===== config.mk =====
export PLATFORM = sky130hd
export DESIGN_NAME = ex_forward_hazard_unit
export DESIGN_NICKNAME = d
export VERILOG_FILES = /design/src/rtl/ex_forward_hazard_unit.sv
export SDC_FILE = /design/constraint.sdc
export NUM_CORES = 1
export LEC_CHECK = 0
export ABC_CLOCK_PERIOD_IN_PS = 3600
export CORE_MARGIN = 8
export CORE_UTILIZATION = 30
export DETAILED_ROUTE_END_ITERATION = 6
export SLEW_MARGIN = 20
export SYNTH_ARGS = -nofsm -noshare
export SYNTH_HDL_FRONTEND = slang
export SYNTH_SLANG_ARGS = --single-unit
export TNS_END_PERCENT = 5

===== constraint.sdc =====
create_clock -name clock_i -period 3.6 [get_ports clock_i]
set_input_delay 0.36 -clock clock_i [delete_from_list [all_inputs] [get_ports clock_i]]
set_output_delay 0.36 -clock clock_i [all_outputs]
set_load 0.05 [all_outputs]

===== src/rtl/ex_forward_hazard_unit.sv =====
// Execute-stage forwarding select generator and load-use stall detector.
// A shadow copy of the destination/control fields tracks the instructions ahead of ID.
module ex_forward_hazard_unit #(
  parameter int NB_REG = 5,
  parameter int NB_CNT = 32
) (
  input  logic              clock_i,
  input  logic              reset_n_i,
  input  logic              enable_i,
  input  logic              flush_i,
  input  logic [NB_REG-1:0] id_rs_i,
  input  logic [NB_REG-1:0] id_rt_i,
  input  logic              id_uses_rs_i,
  input  logic              id_uses_rt_i,
  input  logic [NB_REG-1:0] id_write_reg_i,
  input  logic              id_reg_write_i,
  input  logic              id_mem_read_i,
  output logic [1:0]        forward_signal_regA,
  output logic [1:0]        forward_signal_regB,
  output logic              stall_o,
  output logic [NB_CNT-1:0] stall_count_o,
  output logic [NB_CNT-1:0] flush_count_o
);

  localparam logic [NB_REG-1:0] REG_ZERO  = {NB_REG{1'b0}};
  localparam logic [1:0]        SEL_RF    = 2'b00;
  localparam logic [1:0]        SEL_EXMEM = 2'b01;
  localparam logic [1:0]        SEL_MEMWB = 2'b10;

  // Shadow of the instruction currently in EX and the one in EX/MEM.
  logic [NB_REG-1:0] r_ex_dest;
  logic              r_ex_reg_write;
  logic              r_ex_mem_read;
  logic [NB_REG-1:0] r_mem_dest;
  logic              r_mem_reg_write;

  logic [1:0]        r_sel_a;
  logic [1:0]        r_sel_b;
  logic [NB_CNT-1:0] r_stall_cnt;
  logic [NB_CNT-1:0] r_flush_cnt;

  logic              w_hazard;
  logic              w_stall;
  logic              w_bubble;
  logic [1:0]        w_sel_a;
  logic [1:0]        w_sel_b;

  // Newest producer wins: the instruction leaving EX is checked before the one leaving EX/MEM.
  function automatic logic [1:0] f_fwd_sel(
    input logic [NB_REG-1:0] src,
    input logic              uses,
    input logic              ex_rw,
    input logic [NB_REG-1:0] ex_dest,
    input logic              mem_rw,
    input logic [NB_REG-1:0] mem_dest
  );
    logic [1:0] sel;
    sel = SEL_RF;
    if (uses && ex_rw && (ex_dest != REG_ZERO) && (ex_dest == src)) begin
      sel = SEL_EXMEM;
    end else if (uses && mem_rw && (mem_dest != REG_ZERO) && (mem_dest == src)) begin
      sel = SEL_MEMWB;
    end else begin
      sel = SEL_RF;
    end
    return sel;
  endfunction

  // Load-use detection and select computation for the entry about to enter EX.
  always_comb begin
    w_hazard = 1'b0;
    w_stall  = 1'b0;
    w_bubble = 1'b0;
    w_sel_a  = SEL_RF;
    w_sel_b  = SEL_RF;
    if (r_ex_mem_read && (r_ex_dest != REG_ZERO)) begin
      w_hazard = (id_uses_rs_i && (id_rs_i == r_ex_dest)) ||
                 (id_uses_rt_i && (id_rt_i == r_ex_dest));
    end else begin
      w_hazard = 1'b0;
    end
    // A flushed instruction cannot be waiting on anything, so flush suppresses the stall.
    w_stall  = w_hazard & enable_i & ~flush_i;
    w_bubble = flush_i | w_stall;
    if (w_bubble) begin
      w_sel_a = SEL_RF;
      w_sel_b = SEL_RF;
    end else begin
      w_sel_a = f_fwd_sel(id_rs_i, id_uses_rs_i, r_ex_reg_write, r_ex_dest,
                          r_mem_reg_write, r_mem_dest);
      w_sel_b = f_fwd_sel(id_rt_i, id_uses_rt_i, r_ex_reg_write, r_ex_dest,
                          r_mem_reg_write, r_mem_dest);
    end
  end

  // Shadow pipeline advance; a bubble is inserted on stall or flush.
  always_ff @(posedge clock_i or negedge reset_n_i) begin
    if (!reset_n_i) begin
      r_ex_dest       <= REG_ZERO;
      r_ex_reg_write  <= 1'b0;
      r_ex_mem_read   <= 1'b0;
      r_mem_dest      <= REG_ZERO;
      r_mem_reg_write <= 1'b0;
    end else if (enable_i) begin
      r_mem_dest      <= r_ex_dest;
      r_mem_reg_write <= r_ex_reg_write;
      if (w_bubble) begin
        r_ex_dest      <= REG_ZERO;
        r_ex_reg_write <= 1'b0;
        r_ex_mem_read  <= 1'b0;
      end else begin
        r_ex_dest      <= id_write_reg_i;
        r_ex_reg_write <= id_reg_write_i;
        r_ex_mem_read  <= id_mem_read_i;
      end
    end
  end

  // Registered selects line up with the EX cycle of their instruction.
  always_ff @(posedge clock_i or negedge reset_n_i) begin
    if (!reset_n_i) begin
      r_sel_a <= SEL_RF;
      r_sel_b <= SEL_RF;
    end else if (enable_i) begin
      r_sel_a <= w_sel_a;
      r_sel_b <= w_sel_b;
    end
  end

  // Debug counters; they wrap naturally at the counter width.
  always_ff @(posedge clock_i or negedge reset_n_i) begin
    if (!reset_n_i) begin
      r_stall_cnt <= {NB_CNT{1'b0}};
      r_flush_cnt <= {NB_CNT{1'b0}};
    end else if (enable_i) begin
      r_stall_cnt <= r_stall_cnt + {{(NB_CNT-1){1'b0}}, w_stall};
      r_flush_cnt <= r_flush_cnt + {{(NB_CNT-1){1'b0}}, flush_i};
    end
  end

  assign forward_signal_regA = r_sel_a;
  assign forward_signal_regB = r_sel_b;
  assign stall_o             = w_stall;
  assign stall_count_o       = r_stall_cnt;
  assign flush_count_o       = r_flush_cnt;

endmodule


# After elaboration in Yosys (flattened, before gate mapping)
# Index checks and enable logic that the tools add are counted.
dict set report totals {
  out_inout_bits 69
  in_bits 23
  reg_bits 81
  elab_cells 49
}
dict set report classes {
  n_addsub 2
  mux 10
  reduce_logical 18
  bitwise 4
  eq_ne 6
}
# operator count
set op_table {}
lappend op_table {{$add 32x1->32} 2}
lappend op_table {{$eq 5x5->1} 6}
lappend op_table {{$logic_and 1x1->1} 15}
lappend op_table {{$mux 2} 6}
lappend op_table {{$reduce_bool 5->1} 2}
lappend op_table {{$mux 5} 1}
lappend op_table {{$mux 1} 3}
lappend op_table {{$and 1x1->1} 2}
lappend op_table {{$logic_or 1x1->1} 1}
lappend op_table {{$not 1->1} 1}
lappend op_table {{$or 1x1->1} 1}

# Logic depth before layout (Yosys ltp)
dict set report logic_depth {
  ltp_word 8
  depth_mapped 12
  mapped_depth_nobuf 12
}

# Worst setup path after synthesis
# Ideal clock, no wire load.
dict set report synth_path {
  kind {reg2reg}
  from {register r_ex_dest[4]}
  to {register r_stall_cnt[30] (netlist: stall_count_o[30])}
  period_less_slack_ns 3.992
  setup_ns 0.082
  t_arrival_ns 3.910
  setup_slack_ns -0.392
  stages_incl_launch_ff 13
  required_time_ns 3.518
  path_cell_list {dfrtp_1 > xor2_1 > nor4_1 > and3_1 > o211ai_2 > nor3_1 > ha_1 > ha_1 > and4_1 > nand2_1 > or4_4 > nor2_1 > xor2_1}
}
dict set report synth_between {
  elab_chain_cells 7
  word_cells_on_any_way 11
}
# item line_no
set synth_rtl {}
lappend synth_rtl {{from (decl)} 31} ;# logic [NB_REG-1:0] r_ex_dest;
lappend synth_rtl {{from (signal assigned)} 112} ;# r_ex_dest <= id_write_reg_i;
lappend synth_rtl {{$eq 5x5->1, on equally long branches} {77, 78}}
lappend synth_rtl {{$logic_and 1x1->1, on equally long branches} {77, 78}}
lappend synth_rtl {{$logic_or 1x1->1} 77} ;# w_hazard = (id_uses_rs_i && (id_rs_i == r_ex_dest)) ||
lappend synth_rtl {{$mux 1 (*)} 76} ;# if (r_ex_mem_read && (r_ex_dest != REG_ZERO)) begin
lappend synth_rtl {{$and 1x1->1 (*) (2 in a row)} 83} ;# w_stall = w_hazard & enable_i & ~flush_i;
lappend synth_rtl {{net stall_o} 20} ;# output logic stall_o,
lappend synth_rtl {{$add 32x1->32 (*)} 136} ;# r_stall_cnt <= r_stall_cnt + {{(NB_CNT-1){1'b0}}, w_stall};
lappend synth_rtl {{to (signal assigned)} 133} ;# r_stall_cnt <= {NB_CNT{1'b0}};
lappend synth_rtl {{to (signal assigned)} 136}
lappend synth_rtl {{to (decl)} 39} ;# logic [NB_CNT-1:0] r_stall_cnt;
# Mark *: on every way through the listed nets, which the timed path passes. The rest lies on a longest branch.
# A chain may end at the register's enable or synchronous reset.

# Final worst setup path
dict set report layout_path {
  from {input id_rs_i[0]}
  to {register r_stall_cnt[26] (netlist: stall_count_o[26])}
}
dict set report layout_between {
  elab_chain_cells 7
}
# item line_no
set layout_rtl {}
lappend layout_rtl {{from (decl)} 11} ;# input logic [NB_REG-1:0] id_rs_i,
lappend layout_rtl {{$eq 5x5->1} 77}
lappend layout_rtl {{$logic_and 1x1->1} 77}
lappend layout_rtl {{$logic_or 1x1->1} 77}
lappend layout_rtl {{$mux 1} 76}
lappend layout_rtl {{$and 1x1->1 (2 in a row)} 83}
lappend layout_rtl {{$add 32x1->32} 136}
# Every way passes these cells.

==> flow_metrics.env <==
export IMPL_period_minus_slack_ns=3.12
export IMPL_cts_htree_levels=3
export IMPL_postSynthAreaPerCell_um2=11.5
export IMPL_cts_post_setup_buffers_inserted=0
export IMPL_finish_instance_area_um2=5170
export IMPL_critPathKind="primary input to flip-flop"
export IMPL_clock_power_share_pct=39.6
export IMPL_critical_path_startpoint_type="primary input"
export IMPL_power_net_switching_mw=0.623
export IMPL_globalRouteOverflowTotal=0
export IMPL_achievable_frequency_mhz=321
export IMPL_combinational_family_with_the_most_area_after_synthesis="XOR/XNOR gates"
export IMPL_die_w_um=128
export IMPL_grt_usage_pct=11.5
export IMPL_drt_iter0_drc=142
export IMPL_worst_pin_slew_ns=0.721
export IMPL_hold_ws_ns=0.0676
export IMPL_synth_compound_area_share_pct=3.81
export IMPL_synthMuxAreaShare_pct=3.01
export IMPL_portBuffers=91
export IMPL_fin_setup_tns_ns=0
export IMPL_wirelength_mm=8.99
export IMPL_postSynthNetCount=352
export IMPL_total_of_flip_flops_plus_latches_after_synthesis=81
export IMPL_grt_pass1_wl_mm=14.9
export IMPL_ys_seq_area_share_pct=54.1
export IMPL_cts_tree="built"
export IMPL_report_final_hold_viol_count=0
export IMPL_number_of_sinks_handled_by_clock_tree_synthesis=81
export IMPL_max_cap_violations=0
export IMPL_p_total_mw=2.27
export IMPL_synthDominantAreaCellType="sky130_fd_sc_hd__dfrtp_1"
export IMPL_switching_power_as_a_share_of_total_power_pct=27.4
export IMPL_dieArea_um2=16300
export IMPL_grt_pass1_vias=2875
export IMPL_power_static_leakage_nw=2.26
export IMPL_drt_vias_per_instance=4.63
export IMPL_place_detailed_instances=585
export IMPL_setup_violations_final=0
export IMPL_antenna_left=0
export IMPL_dpl_cell_area_um2=4870
export IMPL_hpwlAfterDp_mm=6.71
export IMPL_synth_area_leaders="sky130_fd_sc_hd__dfrtp_1, sky130_fd_sc_hd__xnor2_1, sky130_fd_sc_hd__xor2_1, sky130_fd_sc_hd__mux2_2, sky130_fd_sc_hd__nand2_1"
export IMPL_placement_rows=41
export IMPL_layout_area_overhead_vs_synth_pct=38.1
export IMPL_post_cts_resized=0
export IMPL_timing_final_max_slew_violations=0
export IMPL_synth_warnings=0
export IMPL_initial_core_util_pct=30.2
export IMPL_via_count=2777
export IMPL_cellInternalPower_mw=1.65
export IMPL_cts_buffer_depth=2
export IMPL_timing_reg2reg_setup_slack_ns=0.49
export IMPL_crit_fanout=4
export IMPL_grt_setup_unrepaired="no"
export IMPL_clk_latency_ns=0.33
export IMPL_vdd_ir_drop_max_mv=0.183
export IMPL_setup_worst_path_end_class="flip-flop"
export IMPL_final_critical_path_setup_slack_ns=0.483
export IMPL_worst_clock_skew_ns=0.00689
export IMPL_die_h_um=128
export IMPL_diodes=0
export IMPL_drive_above_1_share_pct=9.81
export IMPL_critical_path_arrival_ns=3.36
export IMPL_worst_slew_margin_rel_pct=52.0
export IMPL_clkSlewWorstSetupHoldPaths_ns=0.06
export IMPL_period_share_pct=86.6
export IMPL_synth_simple_gate_area_share_pct=17.7
export IMPL_power_frac_comb_pct=15.6
export IMPL_wire_per_inst_um=15.0
export IMPL_synth_cell_types=32
export IMPL_status="complete, no violations"
export IMPL_core_um2=12400
export IMPL_finalNonFillerCells=600
export IMPL_synth_xor_xnor_area_share_pct=18.7
export IMPL_clock_root_buffer="sky130_fd_sc_hd__clkbuf_16"
export IMPL_nNetsFinal=451
export IMPL_ios=92
export IMPL_cts_made_buffers=9
export IMPL_finish_utilization_pct=41.6
export IMPL_critical_path_slowest_cell="sky130_fd_sc_hd__or4_4"
export IMPL_dp_slack_ns=0.155
export IMPL_place_gp_congestion=0.808
export IMPL_critPathRequiredTime_ns=3.85
export IMPL_power_per_cell_area_nw_per_um2=439
export IMPL_max_stage_delay_ns=0.53
export IMPL_mappedNetlistArea_um2=3740
export IMPL_grt_antenna_before_repair=0
export IMPL_remaining_drc_errors=0
export IMPL_power_frac_seq_pct=44.8
export IMPL_post_synth_inst_count=325
export IMPL_cp_cell_instances="clkdlybuf4s50_1 > xor2_1 > nor4_1 > and3_1 > o211ai_2 > nor3_2 > ha_1 > ha_1 > and4_1 > nand2_1 > or4_4 > nor2_1 > xor2_1"
export IMPL_cts_hold_fix_buffers=0
export IMPL_synth_top_cell_area_share_pct=54.1
export IMPL_detailedRoute_firstPassIterationCount=4
export IMPL_grt_start_max_net_pins=82
export IMPL_post_synth_fa_ha_maj_area_fraction_pct=1.34
export IMPL_min_path_type="primary input to asynchronous set/reset pin"
[worst paths after layout]
check | startpoint | endpoint | cells after the start
max in group asynchronous | reset_n_i | flush_count_o[23] | 1
hold reg to reg | stall_count_o[31] | stall_count_o[31] | 1
setup reg to reg | r_ex_dest[0] | stall_count_o[26] | 12
hold / removal | reset_n_i | stall_count_o[19] | 1
setup / recovery | id_rs_i[0] | stall_count_o[26] | 13
min in group clock_i | stall_count_o[31] | stall_count_o[31] | 1
[area by class of cell]
cell class	count	area, µm²
Sequential cell	81	2030
Clock buffer	10	239
Timing Repair Buffer	95	940
Clock inverter	5	56.3
Fill cell	1214	7240
Multi-Input combinational cell	232	1670
Tap cell	172	215
Inverter	5	18.8
[power by group through the flow]
stage | registers (mW) | logic [mW] | clock network [mW]
detailed placement | 1.04 | 0.359 | 0
finish | 1.02 | 0.354 | 0.899
global placement | 1.03 | 0.356 | 0
global route | 1.03 | 0.380 | 0.966
floorplan | 1.13 | 0.101 | 0
CTS | 1.02 | 0.360 | 0.931
[registers in the layout, summed over array words and instances (netlist names)]
signal and cells:
flush_count_o 32, forward_signal_regA 2, forward_signal_regB 2, r_ex_dest 5, r_ex_mem_read 1, r_ex_reg_write 1
r_mem_dest 5, r_mem_reg_write 1, stall_count_o 32
[Yosys cell counts]
cell type                   n
sky130_fd_sc_hd__dfrtp_1   81
sky130_fd_sc_hd__xnor2_1   47
sky130_fd_sc_hd__xor2_1    33
sky130_fd_sc_hd__nand2_1   28
sky130_fd_sc_hd__nand3_1   21
sky130_fd_sc_hd__nand4_1   16
sky130_fd_sc_hd__nor2_1    14
sky130_fd_sc_hd__and3_1    13
sky130_fd_sc_hd__mux2_2    10
sky130_fd_sc_hd__a32o_1     9
sky130_fd_sc_hd__nor3_1     9
sky130_fd_sc_hd__and4_1     5
sky130_fd_sc_hd__inv_1      5
sky130_fd_sc_hd__nor4_1     5
sky130_fd_sc_hd__clkbuf_1   4
sky130_fd_sc_hd__ha_1       4
sky130_fd_sc_hd__a31o_2     2
sky130_fd_sc_hd__a31oi_1    2
sky130_fd_sc_hd__and2_1     2
sky130_fd_sc_hd__buf_2      2
sky130_fd_sc_hd__nor2b_1    2
sky130_fd_sc_hd__and4_4     1
sky130_fd_sc_hd__buf_1      1
sky130_fd_sc_hd__nand3_2    1
sky130_fd_sc_hd__nor2_2     1
sky130_fd_sc_hd__nor3_2     1
sky130_fd_sc_hd__nor4_2     1
sky130_fd_sc_hd__o211ai_2   1
sky130_fd_sc_hd__o311a_1    1
sky130_fd_sc_hd__or2_2      1
sky130_fd_sc_hd__or3_1      1
sky130_fd_sc_hd__or4_4      1
[critical path: cells and delay by family]
kind                       cells  cell delay (ns)
xor gates and xnor gates       2             0.35
adders and majority gates      2             0.36
AOI/OAI and AO/OA              1             0.12
buffers and inverters          1             0.45
and+or+nand+nor                7             1.74
[cells by family (layout without fill, tap and decap cells)]
group                      after synthesis  after routing
AOI/OAI and AO/OA                       15             15
xor gates and xnor gates                80             80
adders and majority gates                4              4
buffers and inverters                   12            115
DFF                                     81             81
muxes                                   10             10
and+or+nand+nor                        123            123
[placed cells by master (no fill, tap or decap), types with 8 or more instances in the layout]
cell type                         instances
sky130_fd_sc_hd__a32o_1                   9
sky130_fd_sc_hd__and3_1                  13
sky130_fd_sc_hd__clkbuf_16                9
sky130_fd_sc_hd__clkdlybuf4s50_1         89
sky130_fd_sc_hd__dfrtp_1                 81
sky130_fd_sc_hd__mux2_2                  10
sky130_fd_sc_hd__nand2_1                 28
sky130_fd_sc_hd__nand3_1                 21
sky130_fd_sc_hd__nand4_1                 16
sky130_fd_sc_hd__nor2_1                  14
sky130_fd_sc_hd__nor3_1                   8
sky130_fd_sc_hd__xnor2_1                 47
sky130_fd_sc_hd__xor2_1                  33
[layer usage]
metal  vias to the layer above  GRT usage, %  wire, µm
met3                        11          4.08       562
li1                       1343             -         -
met4                         0          5.24       146
met2                        62          17.3      4070
met5                         -             0         0
met1                      1361          14.6      4200
(Power assumes the default switching activity.)
